<file path="src/rtl/multiplier_fract.sv">
// multiplier_fract: sequential shift-and-add significand multiplier with normalise, guard and sticky outputs
module multiplier_fract #(
    parameter int FRAC_W = 24
) (
    input  logic        i_clk,
    input  logic        i_rst,
    input  logic        i_start,
    input  logic [31:0] i_fract_A,
    input  logic [31:0] i_fract_B,
    output logic [31:0] o_fract,
    output logic        o_ovf,
    output logic        o_guard,
    output logic        o_sticky,
    output logic        o_done
);
    localparam int CW = $clog2(FRAC_W);
    localparam logic [1:0] IDLE      = 2'd0;
    localparam logic [1:0] PREPARE   = 2'd1;
    localparam logic [1:0] EXECUTE   = 2'd2;
    localparam logic [1:0] WRITEBACK = 2'd3;

    logic [1:0]          state_q, state_d;
    logic [FRAC_W-1:0]   a_q, a_d, b_q, b_d, q_q, q_d, fract_q, fract_d;
    logic [2*FRAC_W-1:0] p_q, p_d;
    logic [CW-1:0]       cnt_q, cnt_d;
    logic                ovf_q, ovf_d, guard_q, guard_d, sticky_q, sticky_d;
    logic [FRAC_W:0]     sum;
    logic                unused_bits;

    assign unused_bits = ^{i_fract_A[31:FRAC_W], i_fract_B[31:FRAC_W]};
    assign sum = {1'b0, p_q[2*FRAC_W-1:FRAC_W]} + {1'b0, q_q[0] ? a_q : '0};

    always_comb begin
        state_d  = state_q;
        a_d      = a_q;
        b_d      = b_q;
        p_d      = p_q;
        q_d      = q_q;
        cnt_d    = cnt_q;
        fract_d  = fract_q;
        ovf_d    = ovf_q;
        guard_d  = guard_q;
        sticky_d = sticky_q;
        if (state_q == IDLE && i_start) begin
            a_d     = i_fract_A[FRAC_W-1:0];
            b_d     = i_fract_B[FRAC_W-1:0];
            state_d = PREPARE;
        end else if (state_q == PREPARE) begin
            p_d     = '0;
            q_d     = b_q;
            cnt_d   = CW'(FRAC_W - 1);
            state_d = EXECUTE;
        end else if (state_q == EXECUTE) begin
            p_d     = {sum, p_q[FRAC_W-1:1]};
            q_d     = q_q >> 1;
            cnt_d   = cnt_q - 1'b1;
            state_d = (cnt_q == '0) ? WRITEBACK : EXECUTE;
        end else if (state_q == WRITEBACK) begin
            // A product >= 2.0 keeps its top W bits; otherwise shift left one to normalise
            ovf_d    = p_q[2*FRAC_W-1];
            fract_d  = p_q[2*FRAC_W-1] ? p_q[2*FRAC_W-1:FRAC_W] : p_q[2*FRAC_W-2:FRAC_W-1];
            guard_d  = p_q[2*FRAC_W-1] ? p_q[FRAC_W-1] : p_q[FRAC_W-2];
            sticky_d = p_q[2*FRAC_W-1] ? |p_q[FRAC_W-2:0] : |p_q[FRAC_W-3:0];
            state_d  = IDLE;
        end
    end

    always_ff @(posedge i_clk) begin
        if (i_rst) begin
            state_q  <= IDLE;
            a_q      <= '0;
            b_q      <= '0;
            p_q      <= '0;
            q_q      <= '0;
            cnt_q    <= '0;
            fract_q  <= '0;
            ovf_q    <= 1'b0;
            guard_q  <= 1'b0;
            sticky_q <= 1'b0;
        end else begin
            state_q  <= state_d;
            a_q      <= a_d;
            b_q      <= b_d;
            p_q      <= p_d;
            q_q      <= q_d;
            cnt_q    <= cnt_d;
            fract_q  <= fract_d;
            ovf_q    <= ovf_d;
            guard_q  <= guard_d;
            sticky_q <= sticky_d;
        end
    end

    assign o_fract  = {{(32-FRAC_W){1'b0}}, fract_q};
    assign o_ovf    = ovf_q;
    assign o_guard  = guard_q;
    assign o_sticky = sticky_q;
    assign o_done   = (state_q == IDLE);
endmodule

</file>
<file path="config.mk">
export PLATFORM = sky130hd
export DESIGN_NAME = multiplier_fract
export DESIGN_NICKNAME = d
export VERILOG_FILES = /design/src/rtl/multiplier_fract.sv
export SDC_FILE = /design/constraint.sdc
export NUM_CORES = 1
export LEC_CHECK = 0
export BUFFER_PORTS_ARGS = -buffer_cell sky130_fd_sc_hd__buf_2
export CORE_MARGIN = 3
export CORE_UTILIZATION = 45
export CTS_CLUSTER_DIAMETER = 60
export CTS_CLUSTER_SIZE = 8
export DETAILED_ROUTE_END_ITERATION = 7
export GPL_ROUTABILITY_DRIVEN = 0
export PLACE_DENSITY = 0.63
export REMOVE_ABC_BUFFERS = 1
export SLEW_MARGIN = 40
export SYNTH_ARGS = -nofsm -noshare
export SYNTH_HDL_FRONTEND = slang
export SYNTH_SLANG_ARGS = --single-unit
</file>
<file path="constraint.sdc">
create_clock -name i_clk -period 7.4 [get_ports i_clk]
set_input_delay 1.11 -clock i_clk [delete_from_list [all_inputs] [get_ports i_clk]]
set_output_delay 1.11 -clock i_clk [all_outputs]
set_load 0.05 [all_outputs]
</file>
# After elaboration in Yosys (flattened, before gate mapping)
# Cells that the tools add are included.
dict set report op_classes {
  add_sub_neg 2
  n_mul 0
  n_div 0
  magnitude_cmp 0
  n_eq_ne 3
  shift 0
  muxes 15
  bitwise_logic 3
  n_reduce_logical 11
}
# cell count
set ops {}
lappend ops {{24-bit 2-to-1 mux} 4}
lappend ops {{48-bit 2-to-1 mux} 2}
lappend ops {{24-bit by 24-bit adder with 25-bit output} 1}
lappend ops {{23-bit OR reduction} 1}
lappend ops {{22-bit OR reduction} 1}
lappend ops {{5-bit 2-to-1 mux} 2}
lappend ops {{2-bit 2-to-1 mux} 3}
lappend ops {{5-bit logical NOT} 1}
lappend ops {{5-bit by 1-bit subtractor with 5-bit output, second input constant} 1}
lappend ops {{2-bit equality test, second input constant} 2}
lappend ops {{1-bit 2-to-1 mux} 4}
lappend ops {{4-bit AND reduction} 1}
lappend ops {{4-bit nonzero test} 1}
lappend ops {{1-bit inverter} 3}
lappend ops {{3-bit nonzero test} 1}
lappend ops {{2-bit by 1-bit equality test with 1-bit output, second input constant} 1}
lappend ops {{2-bit logical NOT} 1}
lappend ops {{2-bit AND reduction} 1}
lappend ops {{2-bit nonzero test} 1}
lappend ops {{2-bit OR reduction} 1}
lappend ops {{1-bit logical AND} 1}
dict set report word_totals {
  ff_bits 154
  latch_bits 0
  ram_bits 0
  mem_bits_ro 0
  inputBits 67
  memories 0
}

# Longest topological paths before layout
# Gate-level depths: netlist of run 1.
dict set report depth {
  word_depth 5
  mapped_depth 11
  depth_no_buf 11
}

# Worst setup path before layout of run 1
# OpenSTA, ideal clock, no wires.
dict set report synth_timing {
  path_type {register -> register}
  startpoint {register q_q[0]}
  endpoint {register p_q[45]}
  arrival_ps 2513
  path_slack_ps 4769
  path_stages_with_launch 12
  n_path_buf 2
  synth_period_minus_slack_ps 2631
  cell_sequence {dfxtp_1 > clkbuf_1 > and2_1 > ha_1 > buf_6 > a21o_1 > a21o_1 > a21oi_2 > o211ai_2 > o311a_1 > or3_1 > a32o_1}
}
dict set report synth_via {
  elab_chain_len 4
}
# item line_no
set synth_lines {}
lappend synth_lines {{from (decl)} 23} ;# logic [FRAC_W-1:0] a_q, a_d, b_q, b_d, q_q, q_d, fract_q, fract_d;
lappend synth_lines {{from (signal assigned)} 85} ;# q_q <= q_d;
lappend synth_lines {{24-bit 2-to-1 mux} 31} ;# assign sum = {1'b0, p_q[2*FRAC_W-1:FRAC_W]} + {1'b0, q_q[0] ? a_q : '0};
lappend synth_lines {{24-bit by 24-bit adder with 25-bit output} 31}
lappend synth_lines {{48-bit 2-to-1 mux} 53} ;# end else if (state_q == EXECUTE) begin
lappend synth_lines {{48-bit 2-to-1 mux} 48} ;# end else if (state_q == PREPARE) begin
lappend synth_lines {{to (signal assigned)} 84} ;# p_q <= p_d;
lappend synth_lines {{to (decl)} 24} ;# logic [2*FRAC_W-1:0] p_q, p_d;
# Every way passes these cells. The select of a mux whose other input is x is not followed.
# A chain may end at the register's enable or synchronous reset.

# Final worst setup path of run 1
# Ends and elaborated chain as after synthesis.

==> results of run 1 <==
## how the worst min path moves through the flow
stage                       start      end  slack [ps]
final                     a_q[19]  a_q[19]         450
after global routing      b_q[12]  b_q[12]         470
after CTS                 a_q[19]  a_q[19]         450
after detailed placement  a_q[19]  a_q[19]         440
after global placement    a_q[22]  a_q[22]         440
after floorplan            a_q[0]   a_q[0]         430
## worst register-to-register path, cell delays in order (launching register included)
cell and delay (ps):
dfxtp_2 580, and2_1 190, ha_1 190, inv_1 60, fa_1 370, nand2b_1 190, a21oi_1 330, o2111ai_2 170
o211ai_2 170, o311a_1 220, o21ai_0 80, a32o_1 240
## metrics by stage
step                      power [mW]   util  instances  hold slack (ps)  area [um^2]
after global routing            2.05  0.536       1168              469         8330
final                           1.97  0.536       1168              447         8330
after CTS                       1.99  0.536       1168              450         8330
after floorplan                 1.08      -        841              426         7040
after global placement          1.15  0.499       1137              441         7760
after detailed placement        1.15  0.500       1137              442         7760
## state kept, by name, summed over array words and instances (netlist names)
name      count
fract_q      24
a_q          24
o_guard       1
o_ovf         1
o_sticky      1
state_q       2
cnt_q         5
q_q          24
b_q          24
p_q          48
## kinds of logic (layout without fill, tap and decap cells)
kind of cell,after synthesis,count (layout),share of synthesized area
buffers and inverters,81,127,0.0468
multiplexers,52,52,0.0711
other,1,8,0.000512
flip-flops,154,154,0.421
AO/OA/AOI/OAI,217,217,0.185
AND/OR/NAND/NOR,353,353,0.203
adder cells (fa/ha/maj),32,32,0.0557
XOR/XNOR,14,14,0.0168
## power by group through the flow
stage          Sequential, mW  Combinational (mW)  Clock (mW)
2_1_floorplan           0.918               0.157           0
3_3_place_gp            0.918               0.230           0
3_5_place_dp            0.919               0.234           0
4_1_cts                 0.901               0.235       0.853
5_1_grt                 0.908               0.262       0.884
6_report                0.901               0.233       0.832
## synth_stat cells (all sizes together), types with 2 or more instances
cell type | number | area share
nand2 | 149 | 0.076
buf | 17 | 0.014
clkbuf | 53 | 0.027
and2 | 25 | 0.021
nor4 | 6 | 0.0051
mux2i | 52 | 0.071
nand3 | 12 | 0.0082
o21a | 5 | 0.0051
o2111ai | 2 | 0.0032
xnor2 | 6 | 0.0072
a32o | 3 | 0.0041
a22oi | 4 | 0.0041
a21o | 8 | 0.0082
o211ai | 2 | 0.0027
a31oi | 4 | 0.0034
ha | 31 | 0.053
a211oi | 52 | 0.053
nand4 | 4 | 0.0034
dfxtp | 154 | 0.42
xor2 | 8 | 0.0096
nor2 | 134 | 0.069
a21oi | 98 | 0.068
o21bai | 2 | 0.0021
nand2b | 5 | 0.0043
inv | 10 | 0.0051
o21ai | 26 | 0.018
nor3 | 8 | 0.0055
or3 | 5 | 0.0043
a211o | 2 | 0.0024
## area by class of cell
| class | count | area, um^2 |
|---|---|---|
| fill | 1541 | 7210 |
| multi-input combinational | 676 | 3930 |
| sequential | 154 | 3080 |
| clock buffer | 25 | 505 |
| timing repair buffer | 85 | 445 |
| tap | 211 | 264 |
| clock inverter | 6 | 62.6 |
| inverter | 11 | 41.3 |
## layer usage
layer,vias up,part of all wire,global-route usage
li1,3203,-,-
met3,20,0.044,0.0378
met5,-,0,0
met2,109,0.46,0.300
met4,0,0.017,0.0686
met1,2766,0.47,0.233
==> metrics.txt, run 1 <==
crit-path cells=and2_1 > ha_1 > inv_1 > fa_1 > nand2b_1 > a21oi_1 > o2111ai_2 > o211ai_2 > o311a_1 > o21ai_0 > a32o_1; commonest non-fill, non-tap cell in the layout=dfxtp_1; f_max=342 MHz; Worst-Margin Slew=796 ps; CP Launch Point=q_q[0]; Hold Fails Final Rpt=0; power per cell area=236 mW/mm^2; vias in the first global route=5668; DP Worst Slack=4180 ps; WP buf/inv=1; ys async rst share=0; Post-synth EDFFs=0; sw frac=0.259; Worst Path Max Fanout=25; Starting Density=0.471; R2R setup slack=4470 ps; post-CTS sizing=0; Core Area=0.0155 mm^2; Leakage Power=3.30 nW; ratio of cells with drive above 1 in the final layout=0.127; Row Count=45; initial antenna violation count=0; Vias=6098; Post-Syn Area=0.00732 mm^2; share of the yosys chip area belonging to registers=0.421; status=complete, no violations; Max-Cap Viols=0; worst path arrival time=3240 ps; Setup WS post-layout=4470 ps; Critical R2R Launch=q_q[0]; Power Internal=1.46 mW; Hold Crit Class=reg -> reg; Worst setup SP type=flip-flop; pin count of the biggest net entering global routing=79; Gate Count Post-Synth=904; delay of the slowest critical-path stage=580 ps; CTS root buffer=clkbuf_16; reg2reg end=p_q[45]; destination of the critical timing path=p_q[45]; peak supply drop=172 uV; hold buffer count at cts=0; Sink Count=154; Crit. path cell count=11; Overflow after GRT=0; Slew Limit Fails=0; deepest clock path buffer count=2; Syn Area/Cell=8.10 um^2; Detailed Route WL=15700 um; clk_skew=7.82 ps; Final Cycle Share=0.395; post-route ant nets=0; Remaining DRCs=0; ys flop type=dfxtp_1; combinational power share=0.118; CTS buffer count=17; Psw=0.510 mW; die width=134 um; first-pass GRT wire length=26700 um; CTS tree=yes; DRT Pass-1 Iters=4; Final #Nets=1044; dpl hpwl=10000 um; YS warnings=0; worst r2r path cells=11; Rel. slew slack=0.469; Worst Path Class, Setup=reg -> reg; synth unique cells=53; drt via density=5.22; crit path time final=2930 ps; Area Growth Syn to Fin=13.9%; ant diodes=0; final setup violating endpoints=0; setup tns final=0 ps; CP Capture Type=flip-flop; gr usage total=0.181; clock group share of total power=0.423; Vert. Die Dim=134 um; Worst-Skew Late Latency=430 ps; critical path's slowest cell=dfxtp_2; IO Port Bufs=78; die area=0.0178 mm^2; buffer count from post-CTS setup fixing=0; sequential share of power=0.458; CP top delay family=compound AO/OA/AOI/OAI gates; Starting DRT DRC Count=434; clock-pin slew on the worst setup and hold paths=60 ps; commonest non-fill, non-tap cells in the layout=dfxtp_1, nand2_1, nor2_1; Avg WL per Cell=13.4 um; RSZ-0062 raised after global routing=false; Req. time, crit path=7720 ps; H-tree lvl count=4; Synth Register Bits=154; I/O pin cnt=103; hold path cells=2
Note: power is estimated with default switching activity, not from simulation.
==> inputs of run 2 (changes only) <==
ABC_AREA = 1   (was not set)
PLACE_DENSITY = 0.65   (was 0.63)
clock period = 2.4 ns   (was 7.4 ns; I/O delays follow)
==> run 2 against run 1 <==
  * Synthesized cell count grew 34%
  * Count of clock-buffer cells in the layout shrank 3
  * Combinational power rose to 2.9 times the previous value
  * Cell count rose by 28%
  * Worst hold slack got worse by 270 ps
  * Sequential share of layout area fell by 3.2 points
  * Flip-flop and latch count unchanged
  * Critical path depth is 5 higher
==> metrics.txt, run 2 <==
filler instances=1831; Core Area=0.0174 mm^2; Rel. slew slack=0.597; commonest non-fill, non-tap cells in the layout=nand2_1, inv_1, dfxtp_1; ant diodes=0; Worst setup SP type=flip-flop; fin util=0.523; count leader, synth=nand2_1; post-route ant nets=0; hold buffer count at cts=0; CTS root buffer=clkbuf_16; Slew Limit Fails=0; Hold Crit Class=in -> reg; RSZ-0062 raised after global routing=false; Vert. Die Dim=140 um; Worst-Skew Late Latency=430 ps; CTS buffer count=17; share of the yosys chip area belonging to registers=0.384; drt via density=4.91; vias in the first global route=6932; Syn Area/Cell=6.66 um^2; YS warnings=0; R2R setup slack=280 ps; gr usage total=0.202; power per cell area=644 mW/mm^2; Starting DRT DRC Count=398; register name with the most flops=p_q; ratio of cells with drive above 1 in the final layout=0.121; Worst Path Class, Setup=reg -> reg; sw frac=0.272; reg2reg end=p_q[47]; Detailed Route WL=19500 um; deepest clock path buffer count=2; Hold Fails Final Rpt=0; die width=140 um; crit path time final=2120 ps; placed cell count=1470; top cells by count, synth=nand2_1, inv_1, dfxtp_1; Overflow after GRT=0; Gate Count Post-Synth=1207; dpl hpwl=13500 um; Leakage Power=4.50 nW; Starting Density=0.461; Largest register FFs=48; commonest non-fill, non-tap cell in the layout=nand2_1; first-pass GRT wire length=32900 um; I/O pin cnt=103; Power Internal=4.27 mW; worst r2r path cells=16; f_max=471 MHz; Critical R2R Launch=q_q[0]; CP Capture Type=flip-flop; CTS tree=yes; most area-hungry cell type in the Yosys netlist=dfxtp_1; die area=0.0195 mm^2; Final Cycle Share=0.884; Synth area leaders=dfxtp_1, nand2_1, inv_1; H-tree lvl count=4; worst path arrival time=2480 ps; Post-synth EDFFs=0; worst hold slack=180 ps; Vias=7365; clk_skew=7.82 ps; pin count of the biggest net entering global routing=72; Worst Path Max Fanout=5; synth unique cells=41; Worst-Margin Slew=603 ps; clock group share of total power=0.414; Max-Cap Viols=0; Synth Register Bits=154; HP Start=i_fract_B[9]; initial antenna violation count=0; combinational power share=0.117; Sink Count=154; ys flop type=dfxtp_1; peak supply drop=487 uV; Final #Nets=1363; status=complete, no violations; destination of the critical timing path=p_q[47]; CP Launch Point=q_q[0]; Req. time, crit path=2750 ps; IO Port Bufs=78; Area Growth Syn to Fin=13.3%; non-filler cells, final=1499; DRT Pass-1 Iters=5; area fraction of the dominant cell type after synthesis=0.384; Post-Syn Area=0.00804 mm^2; clock-pin slew on the worst setup and hold paths=60 ps; Psw=1.59 mW; sequential share of power=0.469; final setup violating endpoints=0; Row Count=48; ys async rst share=0; Remaining DRCs=0; Avg WL per Cell=13.0 um
[run 2: critical path, stage by stage, from the launching register on]
cell and delay, ps:
dfxtp_1 350, nand2_1 60, inv_1 50, ha_1 190, inv_1 70, fa_1 380
inv_2 110, nand3_1 70, nand3_1 110, nand2_1 70, nand2_2 100, nand2_1 100
nand2_1 100, nand2_1 50, nand2_1 70, nand2_1 50, a21oi_2 120
[run 2: worst min-delay path by stage]
stage / endpoint / slack, ps / depth (start not counted)
floorplan: p_q[34] / 420 / 1
global placement: cnt_q[0] / 440 / 1
detailed placement: cnt_q[0] / 450 / 1
CTS: b_q[15] / 170 / 3
global route: b_q[7] / 180 / 3
finish: b_q[9] / 180 / 3
[run 2: metrics by stage]
stage	setup WS [ps]	TNS, ps	power (mW)	area (um^2)
final	278	0	5.86	9110
after global routing	34.1	0	6.14	9110
after CTS	221	0	5.92	9110
after detailed placement	238	0	3.50	8590
after global placement	277	0	3.48	8590
after floorplan	-213	-7310	3.24	7760
[run 2: cell type report]
| type | count | area (um^2) | area share |
|---|---|---|---|
| timing repair buffer | 95 | 543 | 0.0596 |
| clock inverter | 7 | 46.3 | 0.00508 |
| sequential | 154 | 3080 | 0.338 |
| clock buffer | 22 | 474 | 0.0521 |
| tap | 225 | 282 | 0.0309 |
| inverter | 185 | 694 | 0.0762 |
| multi-input combinational | 811 | 3990 | 0.438 |
[run 2: timing repair]
action,4_1_cts,5_1_grt
resized for setup,0,1
setup endpoints to repair,0,1
buffers inserted,0,0
[run 2: cells by family after synthesis]
kind of cell,synth area share
compound gates,0.147
flops,0.384
simple gates,0.292
other cells,0.000467
mux,0.00125
fa+ha+maj,0.0507
xor+xnor,0.00109
buf+inv,0.124
[run 2: routing by layer]
metal	global-route usage	up-vias	wire length, um
met4	0.0632	0	369
met3	0.0450	33	950
met2	0.346	154	9060
met5	0	-	0
li1	-	3898	-
met1	0.255	3280	9100
[run 2: power groups by stage]
stage                     Clock, mW  Sequential [mW]  Combinational (mW)
after floorplan                   0             2.82               0.422
after global placement            0             2.80               0.679
after detailed placement          0             2.81               0.691
after CTS                      2.47             2.75               0.694
after global routing           2.60             2.76               0.773
final                          2.43             2.75               0.684
==> inputs of run 3 (changes only) <==
REMOVE_ABC_BUFFERS = not set   (was 1)
==> run 3 against run 2 <==
  * Count of clock-buffer cells in the layout is 2 lower
  * Clock skew grew 0.79 ps
  * Register-to-register slack worse by 30 ps
  * Largest cell class unchanged
  * Largest power group is now the clock network
  * Highest routed layer unchanged
==> metrics.txt, run 3 (synthesized netlist as in run 2, its figures left out) <==
status=complete, no violations; Req. time, crit path=2690 ps; post-route ant nets=0; reg2reg end=p_q[39]; HP Start=i_fract_B[12]; first-pass GRT wire length=32100 um; Worst-Skew Late Latency=430 ps; CP Capture Type=flip-flop; Final #Nets=1362; Remaining DRCs=0; Worst-Margin Slew=659 ps; Hold EP=b_q[12]; worst hold slack=174 ps; Rel. slew slack=0.560; register name with the most flops=p_q; Row Count=48; die width=140 um; final setup violating endpoints=0; IO Port Bufs=78; power per cell area=703 mW/mm^2; Hold Crit Class=in -> reg; Avg WL per Cell=12.5 um; Area Growth Syn to Fin=15.2%; placed cell count=1469; deepest clock path buffer count=2; Critical R2R Launch=q_q[0]; vias in the first global route=6864; commonest non-fill, non-tap cells in the layout=nand2_1, inv_1, dfxtp_1; Largest register FFs=48; H-tree lvl count=4; RSZ-0062 raised after global routing=false; Worst setup SP type=flip-flop; Worst Path Class, Setup=reg -> reg; Leakage Power=4.58 nW; post-route cell area=0.00926 mm^2; die area=0.0195 mm^2; R2R setup slack=250 ps; ratio of cells with drive above 1 in the final layout=0.122; CTS tree=yes; non-filler cells, final=1499; Placed Area=0.00858 mm^2; worst r2r path cells=15; Sink Count=154; f_max=465 MHz; commonest non-fill, non-tap cell in the layout=nand2_1; peak supply drop=508 uV; gr usage total=0.199; clk_skew=8.62 ps; clock-pin slew on the worst setup and hold paths=60 ps; initial antenna violation count=0; Core Area=0.0174 mm^2; Final Total Pwr=6.51 mW; Slew Limit Fails=0; fin util=0.532; Vert. Die Dim=140 um; hold path cells=3; Detailed Route WL=18700 um; Hold Fails Final Rpt=0; Overflow after GRT=0; Worst Path Max Fanout=5; I/O pin cnt=103; pin count of the biggest net entering global routing=57; drt via density=4.89; ant diodes=0; CTS buffer count=17; setup tns final=0 ps; Setup WS post-layout=248 ps; Max-Cap Viols=0; CTS root buffer=clkbuf_16; Starting DRT DRC Count=387; DP Worst Slack=240 ps; dpl hpwl=13500 um; Final Cycle Share=0.897; hold buffer count at cts=0; crit path time final=2150 ps; Starting Density=0.461; worst path arrival time=2440 ps; Vias=7324; DRT Pass-1 Iters=5
[run 3: worst max-delay path, cell delays in order (launching register included)]
cell and delay (ps):
dfxtp_1 360, nand2_1 70, inv_1 50, ha_1 180, inv_1 60, fa_1 350
inv_1 150, nand3_1 110, nand3_2 110, nand2_1 70, nand2_2 90, nand2_1 80
nand2_1 90, nand2_1 50, nand3_1 110, a21oi_1 70
[run 3: timing repair]
item | 4_1_cts | 5_1_grt
gates resized for setup | 0 | 2
setup endpoints to repair | 0 | 4
buffers inserted | 0 | 0
endpoints found under the hold margin | 0 | 0
[run 3: how the worst max path moves through the flow]
stage          startpoint      end  slack [ps]  cells past startpoint
2_1_floorplan      q_q[0]  p_q[34]         270                     14
3_3_place_gp       q_q[0]  p_q[39]         260                     15
3_5_place_dp       q_q[0]  p_q[39]         240                     15
4_1_cts            q_q[0]  p_q[47]         230                     16
5_1_grt            q_q[0]  p_q[43]           3                     13
6_report           q_q[0]  p_q[39]         250                     15
[run 3: metal layers]
metal | part of all wire | global-route usage
met5 | 0 | 0
met4 | 0.017 | 0.0683
met3 | 0.037 | 0.0344
met2 | 0.45 | 0.324
met1 | 0.50 | 0.266
[run 3: where the power goes]
group / switching, mW / internal, mW / total [mW]
Combinational: 0.469 / 0.207 / 0.676
Clock: 1.08 / 2.00 / 3.08
Sequential: 0.0634 / 2.69 / 2.75
Total: 1.61 / 4.89 / 6.51
[run 3: final cells by class]
cell class / instances / area [um^2]
timing repair buffer: 94 / 536
multi-input combinational: 811 / 3990
clock buffer: 20 / 457
fill: 1756 / 8160
inverter: 185 / 694
sequential: 154 / 3080
clock inverter: 10 / 214
tap: 225 / 282
